## src/rtl/keypad_time_decoder.sv

```systemverilog
// keypad_time_decoder
// Receive side of the keypad encoder. In entry mode, debounced key digits
// shift into an M:SS BCD time register. In count mode, the register
// decrements once per 1 Hz tick and pulses done on reaching 0:00.
module keypad_time_decoder #(
    parameter int SEC_TENS_MAX = 5,
    parameter int MAX_DIGIT    = 9
) (
    input  logic       clk,
    input  logic       rst_n,
    input  logic [3:0] D,
    input  logic       load,
    input  logic       pgt_1Hz,
    input  logic       en,
    input  logic       clear_time,
    output logic [3:0] mins,
    output logic [3:0] sec_tens,
    output logic [3:0] sec_ones,
    output logic       zero,
    output logic       active,
    output logic       done
);

    typedef enum logic [1:0] {
        ST_ENTRY = 2'd0,
        ST_COUNT = 2'd1,
        ST_DONE  = 2'd2
    } state_t;

    localparam logic [3:0] C_SEC_TENS_MAX = 4'(SEC_TENS_MAX);
    localparam logic [3:0] C_MAX_DIGIT    = 4'(MAX_DIGIT);

    state_t     r_state;
    state_t     w_state_nxt;
    logic       r_pgt_d;
    logic [3:0] r_mins;
    logic [3:0] r_sec_tens;
    logic [3:0] r_sec_ones;
    logic       r_done;

    logic       w_edge;
    logic       w_zero;
    logic       w_key_ok;
    logic [3:0] w_dec_mins;
    logic [3:0] w_dec_sec_tens;
    logic [3:0] w_dec_sec_ones;
    logic       w_dec_zero;
    logic [3:0] w_mins_nxt;
    logic [3:0] w_sec_tens_nxt;
    logic [3:0] w_sec_ones_nxt;
    logic       w_done_nxt;

    // pgt_d resets high, so a strobe already high at reset release is not an edge
    assign w_edge   = pgt_1Hz & ~r_pgt_d;
    assign w_zero   = (r_mins == 4'd0) && (r_sec_tens == 4'd0) && (r_sec_ones == 4'd0);
    assign w_key_ok = ~load && (D <= C_MAX_DIGIT);

    // One-second BCD decrement with borrow; tens above SEC_TENS_MAX count down as entered
    always_comb begin
        w_dec_mins     = r_mins;
        w_dec_sec_tens = r_sec_tens;
        w_dec_sec_ones = r_sec_ones - 4'd1;
        if (r_sec_ones == 4'd0) begin
            w_dec_sec_ones = 4'd9;
            if (r_sec_tens != 4'd0) begin
                w_dec_sec_tens = r_sec_tens - 4'd1;
            end else begin
                w_dec_sec_tens = C_SEC_TENS_MAX;
                w_dec_mins     = r_mins - 4'd1;
            end
        end
        w_dec_zero = (w_dec_mins == 4'd0) && (w_dec_sec_tens == 4'd0) &&
                     (w_dec_sec_ones == 4'd0);
    end

    // Next state, next time digits and done pulse; clear_time overrides everything
    always_comb begin
        w_state_nxt    = r_state;
        w_mins_nxt     = r_mins;
        w_sec_tens_nxt = r_sec_tens;
        w_sec_ones_nxt = r_sec_ones;
        w_done_nxt     = 1'b0;
        if (clear_time) begin
            w_state_nxt    = ST_ENTRY;
            w_mins_nxt     = 4'd0;
            w_sec_tens_nxt = 4'd0;
            w_sec_ones_nxt = 4'd0;
        end else begin
            case (r_state)
                ST_ENTRY: begin
                    if (w_edge && w_key_ok) begin
                        w_mins_nxt     = r_sec_tens;
                        w_sec_tens_nxt = r_sec_ones;
                        w_sec_ones_nxt = D;
                    end
                    if (en && !w_zero) begin
                        w_state_nxt = ST_COUNT;
                    end
                end
                ST_COUNT: begin
                    // Pause beats a coincident tick: the tick is dropped
                    if (!en) begin
                        w_state_nxt = ST_ENTRY;
                    end else if (w_edge) begin
                        w_mins_nxt     = w_dec_mins;
                        w_sec_tens_nxt = w_dec_sec_tens;
                        w_sec_ones_nxt = w_dec_sec_ones;
                        if (w_dec_zero) begin
                            w_state_nxt = ST_DONE;
                            w_done_nxt  = 1'b1;
                        end
                    end
                end
                ST_DONE: begin
                    if (!en) begin
                        w_state_nxt = ST_ENTRY;
                    end
                end
                default: begin
                    w_state_nxt = ST_ENTRY;
                end
            endcase
        end
    end

    // State register
    always_ff @(posedge clk or negedge rst_n) begin
        if (!rst_n) begin
            r_state <= ST_ENTRY;
        end else begin
            r_state <= w_state_nxt;
        end
    end

    // Time digits, strobe delay and done pulse registers
    always_ff @(posedge clk or negedge rst_n) begin
        if (!rst_n) begin
            r_pgt_d    <= 1'b1;
            r_mins     <= 4'd0;
            r_sec_tens <= 4'd0;
            r_sec_ones <= 4'd0;
            r_done     <= 1'b0;
        end else begin
            r_pgt_d    <= pgt_1Hz;
            r_mins     <= w_mins_nxt;
            r_sec_tens <= w_sec_tens_nxt;
            r_sec_ones <= w_sec_ones_nxt;
            r_done     <= w_done_nxt;
        end
    end

    assign mins     = r_mins;
    assign sec_tens = r_sec_tens;
    assign sec_ones = r_sec_ones;
    assign zero     = w_zero;
    assign active   = (r_state == ST_COUNT);
    assign done     = r_done;

endmodule

```

## config.mk

```make
export PLATFORM = sky130hd
export DESIGN_NAME = keypad_time_decoder
export DESIGN_NICKNAME = d
export VERILOG_FILES = /design/src/rtl/keypad_time_decoder.sv
export SDC_FILE = /design/constraint.sdc
export NUM_CORES = 1
export LEC_CHECK = 0
export CAP_MARGIN = 20
export CORE_ASPECT_RATIO = 1.1
export CORE_MARGIN = 5
export CORE_UTILIZATION = 49
export DETAILED_ROUTE_END_ITERATION = 10
export MAX_ROUTING_LAYER = met4
export PLACE_DENSITY = 0.84
export SYNTH_ARGS = -nofsm -noshare
export SYNTH_HDL_FRONTEND = slang
export SYNTH_SLANG_ARGS = --single-unit
```

## constraint.sdc

```tcl
create_clock -name clk -period 2.8 [get_ports clk]
set_input_delay 0.28 -clock clk [delete_from_list [all_inputs] [get_ports clk]]
set_output_delay 0.28 -clock clk [all_outputs]
set_load 0.05 [all_outputs]
```

* After elaboration in Yosys (flattened, before gate mapping)
Cells that the tools add are included.
** Storage, ports and cells
- ROM bits :: 0
- Output and inout port bits :: 15
- RAM bits :: 0
- Latch bits :: 0
- Memories :: 0
- Input port bits :: 10
- Register bits :: 16
** Cells by class
- Shift operators :: 0
- Add/sub/neg operators :: 3
- Divide/modulo/power cells :: 0
- Bitwise logic cells :: 3
- Reduce and logical (&&, ||, !) cells :: 19
- Equal/unequal tests :: 9
- Muxes and demuxes :: 32
- Order comparisons :: 1
- $mul :: 0
** Operator list (count)
- 4-bit two-way mux :: 17
- 4-bit logical NOT :: 6
- 4-bit one-hot mux with 2 select lines :: 3
- 2-bit two-way mux :: 6
- 3-bit != test (second input constant) :: 4
- 4-bit by 1-bit subtractor with 4-bit output (second input constant) :: 3
- 4-bit by 3-bit != test with 1-bit output (second input constant) :: 2
- 4-bit AND reduction :: 2
- 1-bit logical AND :: 7
- 2-bit one-hot mux with 3 select lines :: 1
- 1-bit two-way mux :: 5
- 4-bit <= comparator (second input constant) :: 1
- 4-bit nonzero test :: 1
- 3-bit by 2-bit != test with 1-bit output (second input constant) :: 1
- 3-bit nonzero test :: 1
- 2-bit by 1-bit == test with 1-bit output (second input constant) :: 1
- 2-bit == test (second input constant) :: 1
- 2-bit logical NOT :: 1
- 1-bit NOT :: 2
- 1-bit bitwise AND :: 1
- 1-bit logical NOT :: 1

* Logic depth before layout (Yosys ltp)
- Depth in word-level cells :: 11
- Depth in mapped cells :: 7
- Gate-level depth less buffers :: 6

* Least setup slack after synthesis
No wires, ideal clock.
- Path kind :: register to register
- From :: register r_sec_ones[0] (netlist: sec_ones[0])
- To :: register r_state[0]
- Setup time :: 0.126 ns
- Data arrival time :: 2.980 ns
- Path slack :: -0.306 ns
- Stages on the path, launching flop included :: 7
- Clock period less this slack :: 3.106 ns
- Cell sequence :: dfrtp_1 > buf_6 > or4_4 > or3_4 > nor4b_2 > mux2_1 > o22ai_1
** On the way
- Elaborated cells between the ends (all ways) :: 16
- Classes of those cells :: add/sub (1); eq/ne (2); mux (3); reduce/logical (10)
** RTL lines
- start: declaration :: line 38 : logic [3:0] r_sec_ones;
- start signal: assignment :: line 147 : r_sec_ones <= w_sec_ones_nxt;
- 4-bit logical NOT :: line 55 : assign w_zero = (r_mins == 4'd0) && (r_sec_tens == 4'd0) && (r_sec_ones == 4'd0);
- 1-bit logical AND :: line 55
- via zero :: line 19 : output logic zero,
- 1-bit logical NOT :: line 96 : if (en && !w_zero) begin
- 1-bit logical AND :: line 96
- 3-bit != test (no line)
- 4-bit AND reduction (no line)
- end signal: assignment :: line 131 : r_state <= w_state_nxt;
- end: declaration :: line 33 : state_t r_state;
The timed path passes the listed nets, and every way through them passes these cells.
A chain may end at the register's enable or synchronous reset.

* Worst setup path after layout
- From :: register r_sec_ones[0] (netlist: sec_ones[0])
- To :: output zero
** On the way
- Cells in the longest elaborated chain, start to end :: 2
** RTL lines (line)
- 4-bit logical NOT :: 55
- 1-bit logical AND :: 55
- end: declaration :: 19
Every way passes these cells.

==> metrics.md <==
| Metric | Value |
|---|---|
| Syn avg cell area | 8.56 µm² |
| Slew Limit Fails | 0 |
| Element type at the critical path start | flip-flop |
| Setup slack at placement | 0.330 ns |
| Area Growth Syn to Fin | 28.3% |
| Routed len/inst | 16.4 µm |
| Total iterations of the first detailed-routing run | 5 |
| CP Max Fanout | 12 |
| Final period utilization | 95.8% |
| #FFs+latches synth | 16 |
| Final setup margin | 0.118 ns |
| Synth warn | 0 |
| I/O pin count | 25 |
| Total inserted antenna cells | 0 |
| Finish-stage setup viols | 0 |
| Port Buf Inserts | 24 |
| Largest net degree at the start of global routing | 17 |
| Busiest grt layer | met2 |
| Clock Latency Late Sink | 0.29 ns |
| Sw frac | 34.4% |
| Critical path data arrival time | 2.40 ns |
| P_int | 405 µW |
| Maximum vdd drop | 0.321 mV |
| Area leader, netlist | dfrtp_1 |
| Detailed Route WL | 2.92 mm |
| Max frequency | 373 MHz |
| H-tree depth | 1 |
| Grt met3 use | 3.78% |
| Setup Fix Bufs, Post-CTS | 0 |
| Placed cell count | 174 |
| Period minus WS final | 2.68 ns |
| Initial antenna violation count | 0 |
| Worst hold slack | 0.434 ns |
| Register area share after synthesis | 37.2% |
| Status | finished clean |
| Number of global-route vias before repair | 1061 |
| Crit-path cells | or4_4, or3_4, nor4b_4, buf_12 |
| CTS Buffer Depth | 2 |
| Syn nets | 138 |
| Worst-margin pin slew | 0.783 ns |
| Clock slew at reported path FFs | 0.10 ns |
| Die area | 3240 µm² |
| Clk network pwr share | 25.9% |
| P_sw | 212 µW |
| Via count | 1106 |
| CTS Sinks | 16 |
| Via density | 6.21 |
| Remaining global-route overflow | 0 |
| Post-Layout Cell Count | 178 |
| Final hold vios | 0 |
| Worst Hold Class | primary input to asynchronous set/reset pin |
| EDFF count, synth | 0 |
| Gate Count Post-Synth | 126 |
| PostCTS Resize Cnt | 0 |
| Overall die width | 54.7 µm |
| Post-synth top flop | dfrtp_1 |
| Critical Path End Type | output port |
| Initial Util | 52.3% |
| Worst Path Class, Setup | flip-flop to output port |
| Area of the core | 2060 µm² |
| Root buf cell | clkbuf_4 |
| Drt drc | 0 |
| Crit. Startpoint | sec_ones[0] |
| M2 GR Usage | 30.7% |
| Placed inst area | 1350 µm² |
| Final instance area | 1380 µm² |
| Final #Nets | 163 |
| RSZ-0062 raised after global routing | false |
| Synth async-reset ratio | 100% |
| Cts bufs inserted | 3 |
| Worst EP required | 2.52 ns |
| Worst path max stage delay | 0.67 ns |
| HPWL after DPL | 2.03 mm |
| Cells taking the most area after synthesis | dfrtp_1 (35%), nand2_1 (5.6%), a21oi_1 (5.1%) |
| Synth top area share | 34.8% |
| GPL Wtd Cong | 0.852 |
| Final setup skew | 0.00556 ns |
| Core occupancy in the finished layout | 67.1% |
| CTS tree | yes |
| Slew headroom | 47.6% |
| Chip height | 59.2 µm |
| Met1 usage | 29.2% |
| Antenna Nets Post-Route | 0 |
| Layout fillers | 176 |
| Cell area after synthesis | 1080 µm² |
| First-pass GRT wire length | 4.91 mm |
| Reg power frac | 40.4% |
| Synth cell types | 42 |
| Row Count | 17 |
| DRT iter0 DRCs | 49 |
| P per Cell Area | 446 nW/µm² |
| Share of cells above drive strength 1 | 10.7% |
| Final setup TNS | 0 ns |
| # Max-Cap Violations | 0 |
| GRT Overall Usage | 21.0% |
| Post-CTS Hold Buffers | 0 |
| Static leakage | 0.538 nW |
| Reg-to-reg critical path startpoint | sec_ones[0] |
| Slowest cell on crit path | or4_4 |
| Pwr Total | 617 µW |
| Combinational share of power | 33.7% |
==> worst max-delay path: cells and delay by family (launching register included) <==
| family | cells | cell delay, ns |
|---|---|---|
| buffers and inverters | 1 | 0.18 |
| AND/OR/NAND/NOR | 3 | 1.40 |
| flip-flops | 1 | 0.52 |
==> cell families (layout without fill, tap and decap cells) <==
family / Yosys count / in the layout / synth area share, %
simple gates: 56 / 56 / 29.4
compound gates: 39 / 39 / 22.5
flops: 16 / 16 / 37.2
buf+inv: 9 / 33 / 4.76
mux: 3 / 3 / 3.02
fa+ha+maj: 2 / 2 / 2.32
xor+xnor: 1 / 1 / 0.812
==> registers in the layout, summed over array words and instances (netlist names) <==
signal,flops
sec_tens,4
r_pgt_d,1
mins,4
done,1
r_state,2
sec_ones,4
==> cell usage in the layout (no fill, tap or decap), drive strengths merged, types with 2 or more instances in the layout <==
cell and count:
a21oi 13, a32o 2, and2 3, buf 3
clkbuf 4, clkdlybuf4s50 23, dfrtp 15, ha 2
inv 3, mux2 2, nand2 16, nand2b 4
nand3 5, nor2 8, nor2b 2, nor3 5
nor4b 3, o211ai 2, o21ai 12, o22ai 2
o31ai 3, or3 3, or4 2
==> power groups by stage <==
stage               combinational [mW]  sequential [mW]  clock, mW
finish                           0.208            0.250      0.160
global placement                 0.201            0.253          0
floorplan                        0.126            0.266          0
CTS                              0.207            0.249      0.162
global route                     0.224            0.251      0.174
detailed placement               0.205            0.254          0
==> synthesized netlist by cell type (3+ instances only) <==
master	count
nand3_1	5
nand2b_1	4
o31ai_1	3
dfrtp_1	15
and2_1	3
nand2_1	16
a21oi_1	11
nor3_1	5
nor2_1	8
o21ai_0	11
inv_1	3
==> area by class of cell <==
class | instances | area [µm²] | share of cell area [%]
multi-input cells | 101 | 634 | 45.8
inverters | 3 | 11.3 | 0.814
repair buffers | 26 | 265 | 19.2
clock buffers | 4 | 36.3 | 2.62
flip-flops and latches | 16 | 402 | 29.0
well taps | 28 | 35.0 | 2.53
==> layer usage <==
| metal | part of all wire, % | vias to the layer above | wire (µm) |
|---|---|---|---|
| met2 | 49 | 60 | 1420 |
| met3 | 7.2 | 8 | 211 |
| met1 | 43 | 525 | 1250 |
| met5 | 0 | - | 0 |
| li1 | - | 513 | - |
| met4 | 1.2 | 0 | 36 |
==> final timing paths <==
kind	slack [ns]	cells past startpoint	end
min in group clk	0.44	1	r_pgt_d
worst min register to register	0.60	2	r_state[1]
worst max-delay path	0.12	4	zero
max in group asynchronous	1.88	1	mins[2]
worst min-delay path	0.43	1	sec_ones[0]
worst max register to register	0.50	5	r_state[0]
(Power assumes the default switching activity.)
